### config.mk
export PLATFORM = sky130hd
export DESIGN_NAME = lcd_rx_decoder
export DESIGN_NICKNAME = d
export VERILOG_FILES = /design/src/rtl/lcd_rx_decoder.sv
export SDC_FILE = /design/constraint.sdc
export NUM_CORES = 1
export LEC_CHECK = 0
export ABC_AREA = 1
export CAP_MARGIN = 0
export CORE_MARGIN = 2
export CORE_UTILIZATION = 55
export DETAILED_ROUTE_END_ITERATION = 6
export MAX_ROUTING_LAYER = met4
export PLACE_DENSITY = 0.7
export SETUP_SLACK_MARGIN = 0.5
export SLEW_MARGIN = 20
export SYNTH_ARGS = -nofsm -noshare
export SYNTH_HDL_FRONTEND = slang
export SYNTH_SLANG_ARGS = --single-unit
### constraint.sdc
create_clock -name CLK -period 2.68 [get_ports CLK]
set_clock_uncertainty 0.15 [all_clocks]
set_input_delay 0.268 -clock CLK [delete_from_list [all_inputs] [get_ports CLK]]
set_output_delay 0.268 -clock CLK [all_outputs]
set_load 0.1 [all_outputs]
### src/rtl/lcd_rx_decoder.sv
// lcd_rx_decoder: receive-side model of a 4-bit HD44780 bus.
//
// Samples LCD_D/LCD_E, assembles nibbles into bytes, decodes the command
// set and mirrors DDRAM into a 2 x LINE_LEN character buffer with a
// registered read port.
//
// Ports
//   CLK         system clock, rising edge
//   RST         synchronous active-high reset
//   LCD_D[4:0]  bit4 = RS, bits3:0 = DB7..DB4
//   LCD_E       enable strobe, data taken on its falling edge
//   rd_addr     {line, col[3:0]} buffer read address
//   rd_data     buffer byte, 1-cycle read latency
//   cmd_valid   1-cycle pulse per decoded RS=0 byte
//   char_valid  1-cycle pulse per decoded RS=1 byte
//   rx_byte     last decoded byte
//   cursor      DDRAM address {line, col[5:0]}
//   mode4       interface is in 4-bit mode
//   display_on  D bit of the last display-control command
//   busy        clear sweep in progress
//   ovr_err     sticky: strobe dropped while busy, or RS changed mid-byte
//
// Build option
//   LCD_RX_SYNC_EN  when defined, LCD_D/LCD_E pass through a 2-flop
//                   synchronizer first (adds 2 cycles to every latency).
module lcd_rx_decoder #(
  parameter int unsigned LINE_LEN = 16
) (
  input  logic       CLK,
  input  logic       RST,
  input  logic [4:0] LCD_D,
  input  logic       LCD_E,
  input  logic [4:0] rd_addr,
  output logic [7:0] rd_data,
  output logic       cmd_valid,
  output logic       char_valid,
  output logic [7:0] rx_byte,
  output logic [6:0] cursor,
  output logic       mode4,
  output logic       display_on,
  output logic       busy,
  output logic       ovr_err
);

  localparam int unsigned BufLen = 2 * LINE_LEN;
  localparam int unsigned IdxW   = 5;
  localparam logic [5:0]      LineLenW = 6'(LINE_LEN);
  localparam logic [IdxW-1:0] LineOff  = IdxW'(LINE_LEN);
  localparam logic [IdxW-1:0] LastIdx  = IdxW'(BufLen - 1);

  typedef enum logic [1:0] {StBus8, StHi, StLo} state_e;

  // ---------------------------------------------------------------------------
  // Input stage and strobe detection
  // ---------------------------------------------------------------------------
  logic [4:0] d_in;
  logic       e_in;

`ifdef LCD_RX_SYNC_EN
  logic [4:0] d_s1_q, d_s2_q;
  logic       e_s1_q, e_s2_q;

  always_ff @(posedge CLK) begin
    if (RST) begin
      d_s1_q <= '0;
      d_s2_q <= '0;
      e_s1_q <= 1'b0;
      e_s2_q <= 1'b0;
    end else begin
      d_s1_q <= LCD_D;
      d_s2_q <= d_s1_q;
      e_s1_q <= LCD_E;
      e_s2_q <= e_s1_q;
    end
  end

  assign d_in = d_s2_q;
  assign e_in = e_s2_q;
`else
  assign d_in = LCD_D;
  assign e_in = LCD_E;
`endif

  logic       e_q;
  logic       strobe_q;
  logic [4:0] samp_q;

  always_ff @(posedge CLK) begin
    if (RST) begin
      e_q      <= 1'b0;
      strobe_q <= 1'b0;
      samp_q   <= '0;
    end else begin
      e_q      <= e_in;
      strobe_q <= e_q & ~e_in;
      samp_q   <= d_in;
    end
  end

  // ---------------------------------------------------------------------------
  // State and datapath registers
  // ---------------------------------------------------------------------------
  state_e          state_q, state_d;
  logic [3:0]      hi_nib_q;
  logic            hi_rs_q;
  logic [6:0]      cursor_q, cursor_d;
  logic            id_q, id_d;
  logic            disp_q, disp_d;
  logic            ovr_q;
  logic            cmd_vld_q, chr_vld_q;
  logic [7:0]      rx_byte_q;
  logic            busy_q;
  logic [IdxW-1:0] clr_cnt_q;
  logic [7:0]      mem_q [BufLen];

  logic       take, drop;
  logic [3:0] nib;
  logic       rs;

  // A strobe arriving during the clear sweep is discarded.
  assign take = strobe_q & ~busy_q;
  assign drop = strobe_q & busy_q;
  assign nib  = samp_q[3:0];
  assign rs   = samp_q[4];

  // Byte assembly outputs.
  logic       byte_vld;
  logic       byte_rs;
  logic [7:0] byte_val;
  logic       rs_mis;
  logic       is_cmd, is_char;

  assign is_cmd  = byte_vld & ~byte_rs;
  assign is_char = byte_vld & byte_rs;

  // FSM: state register.
  always_ff @(posedge CLK) begin
    if (RST) begin
      state_q <= StBus8;
    end else begin
      state_q <= state_d;
    end
  end

  // FSM: next state.
  always_comb begin
    state_d = state_q;
    if (take) begin
      unique case (state_q)
        StBus8:  if (!rs && nib == 4'h2) state_d = StHi;
        StHi:    state_d = StLo;
        StLo:    state_d = StHi;
        default: state_d = StBus8;
      endcase
      // Function set with DL=1 drops back to 8-bit framing.
      if (is_cmd && byte_val[7:5] == 3'b001 && byte_val[4]) state_d = StBus8;
    end
  end

  // FSM: outputs (byte assembly).
  always_comb begin
    byte_vld = 1'b0;
    byte_rs  = 1'b0;
    byte_val = '0;
    rs_mis   = 1'b0;
    if (take) begin
      unique case (state_q)
        StBus8: begin
          // In 8-bit framing every byte is treated as a command; the
          // 0011/0010 init nibbles with RS=0 produce no byte.
          byte_val = {nib, 4'h0};
          byte_vld = rs || (nib != 4'h3 && nib != 4'h2);
        end
        StLo: begin
          byte_val = {hi_nib_q, nib};
          byte_rs  = hi_rs_q;
          byte_vld = 1'b1;
          rs_mis   = (rs != hi_rs_q);
        end
        default: ;
      endcase
    end
  end

  // Cursor step: cols 0..39 wrap across lines, cols 40..63 step in-field.
  function automatic logic [6:0] step_cursor(input logic [6:0] cur, input logic inc);
    logic       line;
    logic [5:0] col;
    line = cur[6];
    col  = cur[5:0];
    if (col > 6'd39) begin
      col = inc ? col + 6'd1 : col - 6'd1;
    end else if (inc) begin
      if (col == 6'd39) begin
        col  = 6'd0;
        line = ~line;
      end else begin
        col = col + 6'd1;
      end
    end else begin
      if (col == 6'd0) begin
        col  = 6'd39;
        line = ~line;
      end else begin
        col = col - 6'd1;
      end
    end
    return {line, col};
  endfunction

  // Command / data effects.
  logic            start_clr;
  logic            wr_en;
  logic [IdxW-1:0] wr_idx;

  always_comb begin
    cursor_d  = cursor_q;
    id_d      = id_q;
    disp_d    = disp_q;
    start_clr = 1'b0;
    wr_en     = 1'b0;
    wr_idx    = cursor_q[6] ? LineOff + IdxW'(cursor_q[3:0]) : IdxW'(cursor_q[3:0]);
    if (is_cmd) begin
      // Highest set bit selects the command.
      casez (byte_val)
        8'b1???????: cursor_d = byte_val[6:0];
        8'b00001???: disp_d   = byte_val[2];
        8'b000001??: id_d     = byte_val[1];
        8'b0000001?: cursor_d = '0;
        8'b00000001: begin
          cursor_d  = '0;
          id_d      = 1'b1;
          start_clr = 1'b1;
        end
        default: ;
      endcase
    end else if (is_char) begin
      wr_en    = (cursor_q[5:0] < LineLenW);
      cursor_d = step_cursor(cursor_q, id_q);
    end
  end

  always_ff @(posedge CLK) begin
    if (RST) begin
      hi_nib_q  <= '0;
      hi_rs_q   <= 1'b0;
      cursor_q  <= '0;
      id_q      <= 1'b1;
      disp_q    <= 1'b0;
      ovr_q     <= 1'b0;
      cmd_vld_q <= 1'b0;
      chr_vld_q <= 1'b0;
      rx_byte_q <= '0;
      // Reset launches a clear sweep.
      busy_q    <= 1'b1;
      clr_cnt_q <= '0;
    end else begin
      cursor_q  <= cursor_d;
      id_q      <= id_d;
      disp_q    <= disp_d;
      cmd_vld_q <= is_cmd;
      chr_vld_q <= is_char;
      if (byte_vld) rx_byte_q <= byte_val;
      if (take && state_q == StHi) begin
        hi_nib_q <= nib;
        hi_rs_q  <= rs;
      end
      if (drop || rs_mis) ovr_q <= 1'b1;
      if (start_clr) begin
        busy_q    <= 1'b1;
        clr_cnt_q <= '0;
      end else if (busy_q) begin
        if (clr_cnt_q == LastIdx) busy_q <= 1'b0;
        clr_cnt_q <= clr_cnt_q + 1'b1;
      end
    end
  end

  // ---------------------------------------------------------------------------
  // Character buffer
  // ---------------------------------------------------------------------------
  always_ff @(posedge CLK) begin
    if (!RST) begin
      if (busy_q) begin
        mem_q[clr_cnt_q] <= 8'h20;
      end else if (wr_en) begin
        mem_q[wr_idx] <= byte_val;
      end
    end
  end

  logic [IdxW-1:0] rd_idx;
  assign rd_idx = rd_addr[4] ? LineOff + IdxW'(rd_addr[3:0]) : IdxW'(rd_addr[3:0]);

  always_ff @(posedge CLK) begin
    if (RST) begin
      rd_data <= '0;
    end else if ({2'b00, rd_addr[3:0]} < LineLenW) begin
      rd_data <= mem_q[rd_idx];
    end else begin
      rd_data <= '0;
    end
  end

  assign cmd_valid  = cmd_vld_q;
  assign char_valid = chr_vld_q;
  assign rx_byte    = rx_byte_q;
  assign cursor     = cursor_q;
  assign mode4      = (state_q != StBus8);
  assign display_on = disp_q;
  assign busy       = busy_q;
  assign ovr_err    = ovr_q;

endmodule

==> parameters.txt <==
Parameter                              Value

Outcome
  Run status ... finished, final reports clean

Die
  IO Pins ... 42
  Initial cell density of the core ... 55.5%
  Horizontal extent of the die ... 154 um
  Core box area ... 22,400 sq um
  Site row count ... 55
  Die Area ... 23,900 sq um
  Floorplan die height ... 154 um

Clock network
  Number of H-tree levels ... 1
  Clock transition at the registers of the reported paths ... 0.06 ns
  Maximum count of clock buffers along a single path ... 3
  Clock root buffer ... clkbuf_16
  Hold buffer count at cts ... 0
  Number of buffers inserted during clock tree synthesis ... 31
  Count of clock tree sinks ... 304
  Clock tree from TritonCTS ... done
  Insertion delay to the later sink of the worst-skew pair ... 0.55 ns

Worst hold path
  Capture endpoint of the worst hold path ... samp_q[0]
  Number of cells on the worst hold path ... 3
  Worst hold-check path type ... primary input to flop
  Worst Hold Launch ... LCD_D[0]

Layout
  Diodes inserted ... 0
  Proportion of layout cells with a drive suffix above 1 ... 19.1%
  Syn-to-layout area delta ... 22.4%
  Number of fill cells in the layout ... 1,585
  Final nets ... 1,192

Synth
  Summed instance area of the synthesized netlist ... 12,400 sq um
  Sequential fraction of the synthesis area ... 69.5%
  Flip-flop and latch count after synthesis ... 304
  Post-synth cell types ... 32
  Warnings from Yosys ... 0
  Synthesized netlist cell count ... 1,106
  Synthesized area divided by synthesized cell count ... 11.3 sq um
  Net count after synthesis ... 1,123

Place
  DP HPWL ... 19.2 mm
  GP Congestion ... 0.893
  Number of input and output port buffers inserted ... 41
  Pre-CTS WS ... 0.0166 ns

Timing
  Final critical delay including setup and external delays ... 2.45 ns
  Max Transition Viols Final ... 0
  Relative slew slack ... 50.4%
  Tcrit/Tclk final ... 91.5%
  Setup tns final ... 0 ns
  Worst setup slack after layout ... 0.228 ns
  Final setup violating endpoints ... 0
  F_max ... 0.408 GHz
  Number of endpoints with negative hold slack in the final report ... 0
  Slew at the pin closest to its max-slew limit ... 0.741 ns
  Unrepaired setup endpoints after global routing ... yes

Setup path
  Crit Path Category ... flop to flop
  Endpoint class of the critical path ... flop
  Worst reg2reg startpoint ... state_q[0]
  Cell type with the highest occurrence count on the critical path ... nor2_4
  Bufs and invs on worst path ... 2
  Critical Path Source Type ... flop
  Worst-case reg-to-reg path depth ... 11
  Req. time, crit path ... 2.77 ns
  Arrival time at the worst endpoint ... 2.54 ns
  Maximum fanout encountered on the critical timing path ... 8
  Library cell contributing the largest single delay on the critical path ... dfxtp_2
  Ordered list of cells on the worst path ... inv_2, nand2_4, nor2_4, nand2_4, nor2_4, nand3_4, o21ai_4, inv_2, nor2_4, nand2_4, nor2_4
  Endpoint of the lowest-slack register-to-register path ... mem_q[28][3]
  Delay of the slowest critical-path stage ... 0.32 ns
  Reg2Reg Setup Slack ... 0.23 ns
  Top Family by Delay on Critical Path ... simple AND/OR/NAND/NOR gates
  Critical path origin ... state_q[0]

Routing
  Count of nets left with antenna violations after detail routing ... 0
  DRC violation count after routing ... 0
  Post-detailed-route via-to-cell ratio ... 6.16
  Wire length per cell after detailed routing ... 22.5 um
  Post-Route WL ... 33.4 mm
  Drt pass-1 iters ... 5
  Iteration-0 DRC count of the detailed router ... 1,094
  Vias ... 9,136

GRT
  Maximum number of pins on one net before global-route repair ... 129
  Global route total overflow ... 0
  Number of antenna violations at the first check in global routing ... 0
  Via count of the first global-routing pass ... 8,357
  Wire length of the first global-routing pass ... 48.7 mm
  Total Routing Usage GR ... 27.7%

Power and ir drop
  Register share of total power ... 50.0%
  Combinational cell fraction of total power ... 6.2%
  Switch Pwr ... 2220 uW
  Switching power as a share of total power ... 21.7%
  Static leakage ... 0.00539 uW
  Internal portion of total power ... 8000 uW
  Part of the power in the clock network ... 43.8%
  Maximum vdd ir drop ... 485 uV
  Power density normalized to cell area ... 671 nW/um^2

Job
  Total of max-cap violations ... 0
-- metrics by stage --
stage | cells | total power, uW | utilization (%) | cell area (sq um) | hold WS [ns]
5_1_grt | 1483 | 10500 | 67.9 | 15200 | 0.0819
3_3_place_gp | 1405 | 5790 | 60.8 | 13600 | 0.283
6_report | 1483 | 10200 | 67.9 | 15200 | 0.0769
3_5_place_dp | 1405 | 5800 | 60.8 | 13600 | 0.281
4_1_cts | 1475 | 10200 | 66.9 | 15000 | 0.0623
2_1_floorplan | 1106 | 5620 | - | 12800 | 0.190
-- worst register-to-register path, cell delays in order, from the launching register on --
cell and delay, ns:
dfxtp_2 0.32, inv_2 0.07, nand2_4 0.06, nor2_4 0.11
nand2_4 0.07, nor2_4 0.20, nand3_4 0.21, o21ai_4 0.26
inv_2 0.10, nor2_4 0.18, nand2_4 0.13, nor2_4 0.29
-- layout by cell type (no fill, tap or decap), drive strengths merged, types with 5 or more instances in the layout --
cell           instances
o211ai                 9
nand2                108
a21oi                 21
edfxtp               256
bufinv                 6
clkdlybuf4s50         10
nor3                   5
nand3                 74
o21ai                151
nor2                 253
dfxtp                 48
clkinv                11
inv                   46
clkbuf                43
xor2                   5
buf                   81
o221ai                56
-- sequential cells by signal, summed over array words and instances (netlist names) --
register    flops
rd_data         8
busy            1
ovr_err         1
mem_q         256
strobe_q        1
cursor          7
cmd_valid       1
samp_q          5
state_q         2
char_valid      1
e_q             1
display_on      1
rx_byte         8
hi_nib_q        4
clr_cnt_q       5
id_q            1
hi_rs_q         1
-- kinds of logic after synthesis --
group,synth area share (%)
buffers and inverters,3.42
DFF,69.5
AOI/OAI and AO/OA,11.6
adders and majority gates,0.402
xor gates and xnor gates,0.352
and+or+nand+nor,14.8
-- cell usage after synthesis --
cell type,n,area (sq um)
buf_6,1,11.3
nand2_1,106,398
and3_1,1,6.26
o22ai_1,1,6.26
nand3_1,68,340
buf_1,4,15.0
nor2_4,2,22.5
a21oi_1,21,105
o21ai_2,1,8.76
nand3_4,1,17.5
buf_2,4,20.0
xor2_1,5,43.8
nand3_2,4,40.0
o21ai_1,5,25.0
nand4_1,4,25.0
o21bai_2,1,11.3
dfxtp_1,48,961
nor2_2,2,12.5
o211ai_1,9,67.6
nor3_1,5,25.0
o221ai_1,56,490
o21ai_0,145,726
inv_2,3,11.3
inv_1,43,161
nor2_1,249,935
clkinv_1,2,7.51
buf_4,1,7.51
nand3b_1,1,7.51
edfxtp_1,256,7690
ha_1,4,50.1
nand2_2,2,12.5
clkbuf_1,51,191
-- power by group through the flow --
| stage | Sequential [uW] | Combinational [uW] | Clock, uW |
|---|---|---|---|
| global placement | 5210 | 578 | 0 |
| detailed placement | 5210 | 583 | 0 |
| floorplan | 5290 | 328 | 0 |
| global route | 5110 | 671 | 4710 |
| finish | 5110 | 632 | 4470 |
| CTS | 5110 | 613 | 4510 |
-- cell type report --
class | instances | area (sq um) | share of cell area [%]
Timing Repair Buffer | 96 | 1040 | 6.85
Clock inverter | 18 | 246 | 1.62
Tap cell | 285 | 357 | 2.34
Multi-Input combinational cell | 694 | 3930 | 25.8
Clock buffer | 38 | 812 | 5.33
Inverter | 48 | 184 | 1.21
Sequential cell | 304 | 8670 | 56.9
-- repair_timing --
action	4_1_cts	5_1_grt
pin swaps	27	25
setup buffers	13	2
resized for setup	38	22
gates cloned	1	6
setup endpoints to repair	256	396
-- routing by layer --
layer | part of all wire, % | GRT usage [%] | vias to the layer above
li1 | - | - | 4113
met5 | 0 | - | -
met1 | 39 | 38.3 | 4333
met2 | 47 | 43.2 | 588
met3 | 9.9 | 4.29 | 102
met4 | 3.7 | 8.11 | 0
-- worst max path at each step --
| stage | depth (start not counted) | slack, ns | endpoint |
|---|---|---|---|
| after floorplan | 11 | 0.18 | mem_q[31][0] |
| after global placement | 7 | 0.03 | mem_q[26][6] |
| after detailed placement | 7 | 0.02 | mem_q[14][2] |
| after CTS | 12 | 0.32 | mem_q[28][1] |
| after global routing | 11 | 0.14 | mem_q[28][3] |
| final | 11 | 0.23 | mem_q[28][3] |
Power figures use the tool's default switching activity.
==> edit 1 (same settings) <==
Register the input `rd_addr` before use, with the module's reset. The logic sees it one clock later. The other inputs are not delayed to match.
--- a/src/rtl/lcd_rx_decoder.sv
+++ b/src/rtl/lcd_rx_decoder.sv
@@ -50,6 +50,16 @@
 
   typedef enum logic [1:0] {StBus8, StHi, StLo} state_e;
 
+  logic [4:0] rd_addr_q;
+
+  always_ff @(posedge CLK) begin
+    if (RST) begin
+      rd_addr_q <= '0;
+    end else begin
+      rd_addr_q <= rd_addr;
+    end
+  end
+
   // ---------------------------------------------------------------------------
   // Input stage and strobe detection
   // ---------------------------------------------------------------------------
@@ -290,12 +300,12 @@
   end
 
   logic [IdxW-1:0] rd_idx;
-  assign rd_idx = rd_addr[4] ? LineOff + IdxW'(rd_addr[3:0]) : IdxW'(rd_addr[3:0]);
+  assign rd_idx = rd_addr_q[4] ? LineOff + IdxW'(rd_addr_q[3:0]) : IdxW'(rd_addr_q[3:0]);
 
   always_ff @(posedge CLK) begin
     if (RST) begin
       rd_data <= '0;
-    end else if ({2'b00, rd_addr[3:0]} < LineLenW) begin
+    end else if ({2'b00, rd_addr_q[3:0]} < LineLenW) begin
       rd_data <= mem_q[rd_idx];
     end else begin
       rd_data <= '0;
Check against the original RTL: not equivalent (Yosys sat finds a counterexample within 4 cycles, from zero or initial values and one cycle with RST high).
==> edit 1 against the unedited design <==
- utilization is 1.3 points higher
- combinational power grew 7.9%
- global-route usage is 0.71 points higher
- worst hold slack better by 0.00084 ns
- area after synthesis rose by 1.8%
- total power increased by 3.1%
- routed wire length is 3.2% higher
- sequential cell count rose by 5
- setup slack better by 0.14 ns
- design area is 2.8% higher
- largest power group unchanged
==> edit 1: results (changes against the unedited design) <==
[outcome]
outcome=complete, no violations  ; unchanged

[worst_setup_path]
r2r_start=strobe_q  ; was state_q[0]
r2r_setup_slack_ns=0.37  ; was 0.23 ns
cp.arrival_ns=2.40  ; was 2.54 ns
timing.rr.end=mem_q[3][1]  ; was mem_q[28][3]
ff2ff_path_depth=12  ; was 11
crit_family=simple AND/OR/NAND/NOR gates  ; unchanged

[clock_network]
postCtsSetupRepairBufs=15  ; was 13
cts_resized=36  ; was 38
clk_latency_ns=0.57  ; was 0.55 ns
cts_buffer_depth=3  ; unchanged

[detailed_routing]
drtIter0Drc=1008  ; was 1094
avgRoutedWirePerCell_um=22.9  ; was 22.5 µm
num_vias=9268  ; was 9136
routed_wl_um=34500  ; was 33400 µm

[sta]
fin_hold_ws_ns=0.0778  ; was 0.0769 ns
setup_viol=0  ; unchanged
worst_pin_slew_ns=0.678  ; was 0.741 ns

[pwr]
max-vdd-ir-drop_uv=620  ; was 485 µV
p_clk_frac=0.441  ; was 0.438
p_seq_frac=0.494  ; was 0.500
p_sw_mw=2.33  ; was 2.22 mW
seq-power_mw=5.21  ; was 5.11 mW
p_leak_nw=6.06  ; was 5.39 nW

[cells_and_area]
layout-drive-gt1-share=0.217  ; was 0.191
top_register=mem_q  ; unchanged
final_nets=1216  ; was 1192
largest_reg_flops=256  ; unchanged

[synthesis]
synth_commonest_cells=256 x edfxtp_1, 233 x nor2_1, 146 x o21ai_0  ; was 256 x edfxtp_1, 249 x nor2_1, 145 x o21ai_0
synth_compound_area_frac=0.119  ; was 0.116
synth_xor_area_frac=0.00414  ; was 0.00352
synth_cell_types=34  ; was 32
synth.yosys.seq_area_share=0.690  ; was 0.695
syn_inst=1113  ; was 1106
synth_area_leaders=edfxtp_1 61%, dfxtp_1 8.4%, nor2_1 6.9%  ; was edfxtp_1 62%, dfxtp_1 7.7%, nor2_1 7.5%
synth_adder_area_share=0.00395  ; was 0.00402
async_reset_ff_frac=0  ; unchanged

[grt]
grt_start_max_net_pins=97  ; was 129
grt_usage=0.284  ; was 0.277
use_met1=0.393  ; was 0.383
antenna_found_initial=1  ; was 0
grt_pass1_vias=8695  ; was 8357
grt_pass1_wl_um=50700  ; was 48700 µm
grt_use_met3=0.0492  ; was 0.0429
met2_usage=0.433  ; was 0.432
grt-ovfl-total=0  ; unchanged

[placement]
dp.cells=1412  ; was 1405
globalplace.congestion=0.956  ; was 0.893
placed_area_um2=13800  ; was 13600 µm²
place_ws_ns=-0.0810  ; was 0.0166 ns
io_buffers=41  ; unchanged
hpwl_um=20600  ; was 19200 µm

[min_path]
worstHoldStart=rd_addr[1]  ; was LCD_D[0]
hold_end=rd_addr_q[1]  ; was samp_q[0]

edit 1: layout make-up:
| class | count | area, µm² |
|---|---|---|
| inverters | 58 | 229 |
| clock buffers | 40 | 893 |
| well taps | 285 | 357 |
| clock inverters | 17 | 219 |
| flip-flops and latches | 309 | 8780 |
| repair buffers | 112 | 1210 |
| multi-input cells | 687 | 3980 |
| fillers | 1563 | 6980 |
edit 1: worst max path at each step:
stage	from	end	slack [ns]	cells after the start
final	strobe_q	mem_q[3][1]	0.37	12
after global placement	RST	mem_q[13][2]	-0.02	7
after detailed placement	RST	mem_q[13][0]	-0.08	7
after floorplan	busy	mem_q[25][0]	0.28	9
after global routing	strobe_q	mem_q[8][6]	0.27	12
after CTS	state_q[0]	mem_q[3][1]	0.33	11
edit 1: routing by layer:
metal  vias up  share of wire
met3       102          0.098
met4         0          0.035
met5         -              0
li1       4168              -
met1      4455           0.40
met2       543           0.47
==> edit 2 (config.mk and constraints unchanged) <==
Without the edit above. The parameter `LINE_LEN` goes from 16 to 8.
--- a/src/rtl/lcd_rx_decoder.sv
+++ b/src/rtl/lcd_rx_decoder.sv
@@ -24,7 +24,7 @@
 //   LCD_RX_SYNC_EN  when defined, LCD_D/LCD_E pass through a 2-flop
 //                   synchronizer first (adds 2 cycles to every latency).
 module lcd_rx_decoder #(
-  parameter int unsigned LINE_LEN = 16
+  parameter int unsigned LINE_LEN = 8
 ) (
   input  logic       CLK,
   input  logic       RST,
Formal check against the unedited RTL: same outputs for any inputs over 10 cycles, from zero or initial values and one cycle with RST high; that may be too few to reach the edited logic, so the function may still have changed.
==> edit 2 against the unedited design <==
- combinational power decreased by 41%
- area after synthesis fell by 39%
- via count shrank 37%
- sequential cell count fell by 128
- setup slack improved by 0.22 ns
- design area shrank 40%
- total power fell by 42%
- first-iteration DRC count fell by 51%
- non-clock buffer count is 8 lower
- routed wire length fell by 46%
- critical endpoint is now mem_q[7][6]
- largest power group unchanged
==> edit 2: results (changes against the unedited design) <==
[placement]
place_ws_ns=0.192  ; was 0.0166 ns
dp.cells=990  ; was 1405
hpwl_um=11800  ; was 19200 µm
placed_area_um2=8290  ; was 13600 µm²
globalplace.congestion=0.882  ; was 0.893

[detailed_routing]
wl_met3_um=1170  ; was 3310 µm
num_vias=5731  ; was 9136
routed_wl_um=18100  ; was 33400 µm
wl_met1_um=7460  ; was 13200 µm
drtIter0Drc=538  ; was 1094

[worst_setup_path]
cp.arrival_ns=2.23  ; was 2.54 ns

[grt]
grt_use_met3=0.0465  ; was 0.0429
grt_usage=0.266  ; was 0.277
grt_pass1_vias=5565  ; was 8357
grt_pass1_wl_um=28600  ; was 48700 µm

[cells_and_area]
synthToLayoutAreaGrowth_pct=21.2  ; was 22.4%
buf_share=0.0808  ; was 0.0685
design_area_um2=9170  ; was 15200 µm²
multi_input_cells=513  ; was 694
n_fill_cell=982  ; was 1585
multi_input_area_um2=2560  ; was 3930 µm²
largest_reg_flops=128  ; was 256
n_all_buffers=88  ; was 96
final_nets=860  ; was 1192
clockBufferCount=18  ; was 38
inv_count=47  ; was 48
clock_area_frac=0.0691  ; was 0.0695

[pwr]
max-vdd-ir-drop_uv=508  ; was 485 µV
p_leak_nw=3.51  ; was 5.39 nW

[synthesis]
syn_inst=768  ; was 1106
synth_area_leaders=edfxtp_1 51%, dfxtp_1 13%, nor2_1 9.2%  ; was edfxtp_1 62%, dfxtp_1 7.7%, nor2_1 7.5%
synth_commonest_cells=186 x nor2_1, 128 x edfxtp_1, 103 x o21ai_0  ; was 256 x edfxtp_1, 249 x nor2_1, 145 x o21ai_0
synth_nets=785  ; was 1123
synth-edff-count=128  ; was 256
synth.yosys.seq_area_share=0.635  ; was 0.695

[clock_network]
h-tree-depth=4  ; was 1
clk_latency_ns=0.43  ; was 0.55 ns
cts_resized=19  ; was 38
cts_buffers=17  ; was 31

[sta]
worst_pin_slew_ns=0.555  ; was 0.741 ns

[outcome]
outcome=complete, no violations  ; unchanged

[edit 2: cell count changes after synthesis, sizes merged, moves of 3 or more]
cell    unedited run  this run
edfxtp           256       128
nor2             253       190
o221ai            56         0
nand3             73        34
o21ai            151       113
clkbuf            51        19
a211oi             0         8
a21oi             21        25
buf               10        13
or2                0         3
[edit 2: path summary, 6_finish.rpt]
kind | cells past startpoint | start | slack, ns | endpoint
max | 11 | state_q[0] | 0.44 | mem_q[7][6]
min | 3 | LCD_D[0] | 0.20 | samp_q[0]
max reg2reg | 11 | state_q[0] | 0.44 | mem_q[7][6]
min reg2reg | 2 | e_q | 0.27 | strobe_q
[edit 2: critical path: stages (launching register included)]
cell	delay (ns)
dfxtp_4	0.36
inv_4	0.06
nand2_4	0.05
inv_4	0.07
nand3_4	0.09
nor2_4	0.12
nand3_4	0.13
buf_6	0.17
o21ai_4	0.27
nand3_4	0.16
nor2_1	0.13
buf_4	0.18
[edit 2: power groups by stage]
stage          logic (mW)  registers, mW  clock network [mW]
2_1_floorplan       0.179           3.05                   0
6_report            0.372           2.94                2.66
4_1_cts             0.355           2.94                2.67
3_3_place_gp        0.339           3.00                   0
5_1_grt             0.407           2.94                2.77
3_5_place_dp        0.345           3.00                   0
[edit 2: cells by family (layout without fill, tap and decap cells)]
| kind of cell | Yosys count | count (layout) | share of synthesized area |
|---|---|---|---|
| AO/OA/AOI/OAI | 156 | 156 | 0.112 |
| XOR/XNOR | 7 | 7 | 0.00811 |
| adder cells (fa/ha/maj) | 4 | 4 | 0.00662 |
| buffers and inverters | 79 | 167 | 0.0440 |
| flip-flops | 176 | 176 | 0.635 |
| AND/OR/NAND/NOR | 346 | 346 | 0.194 |
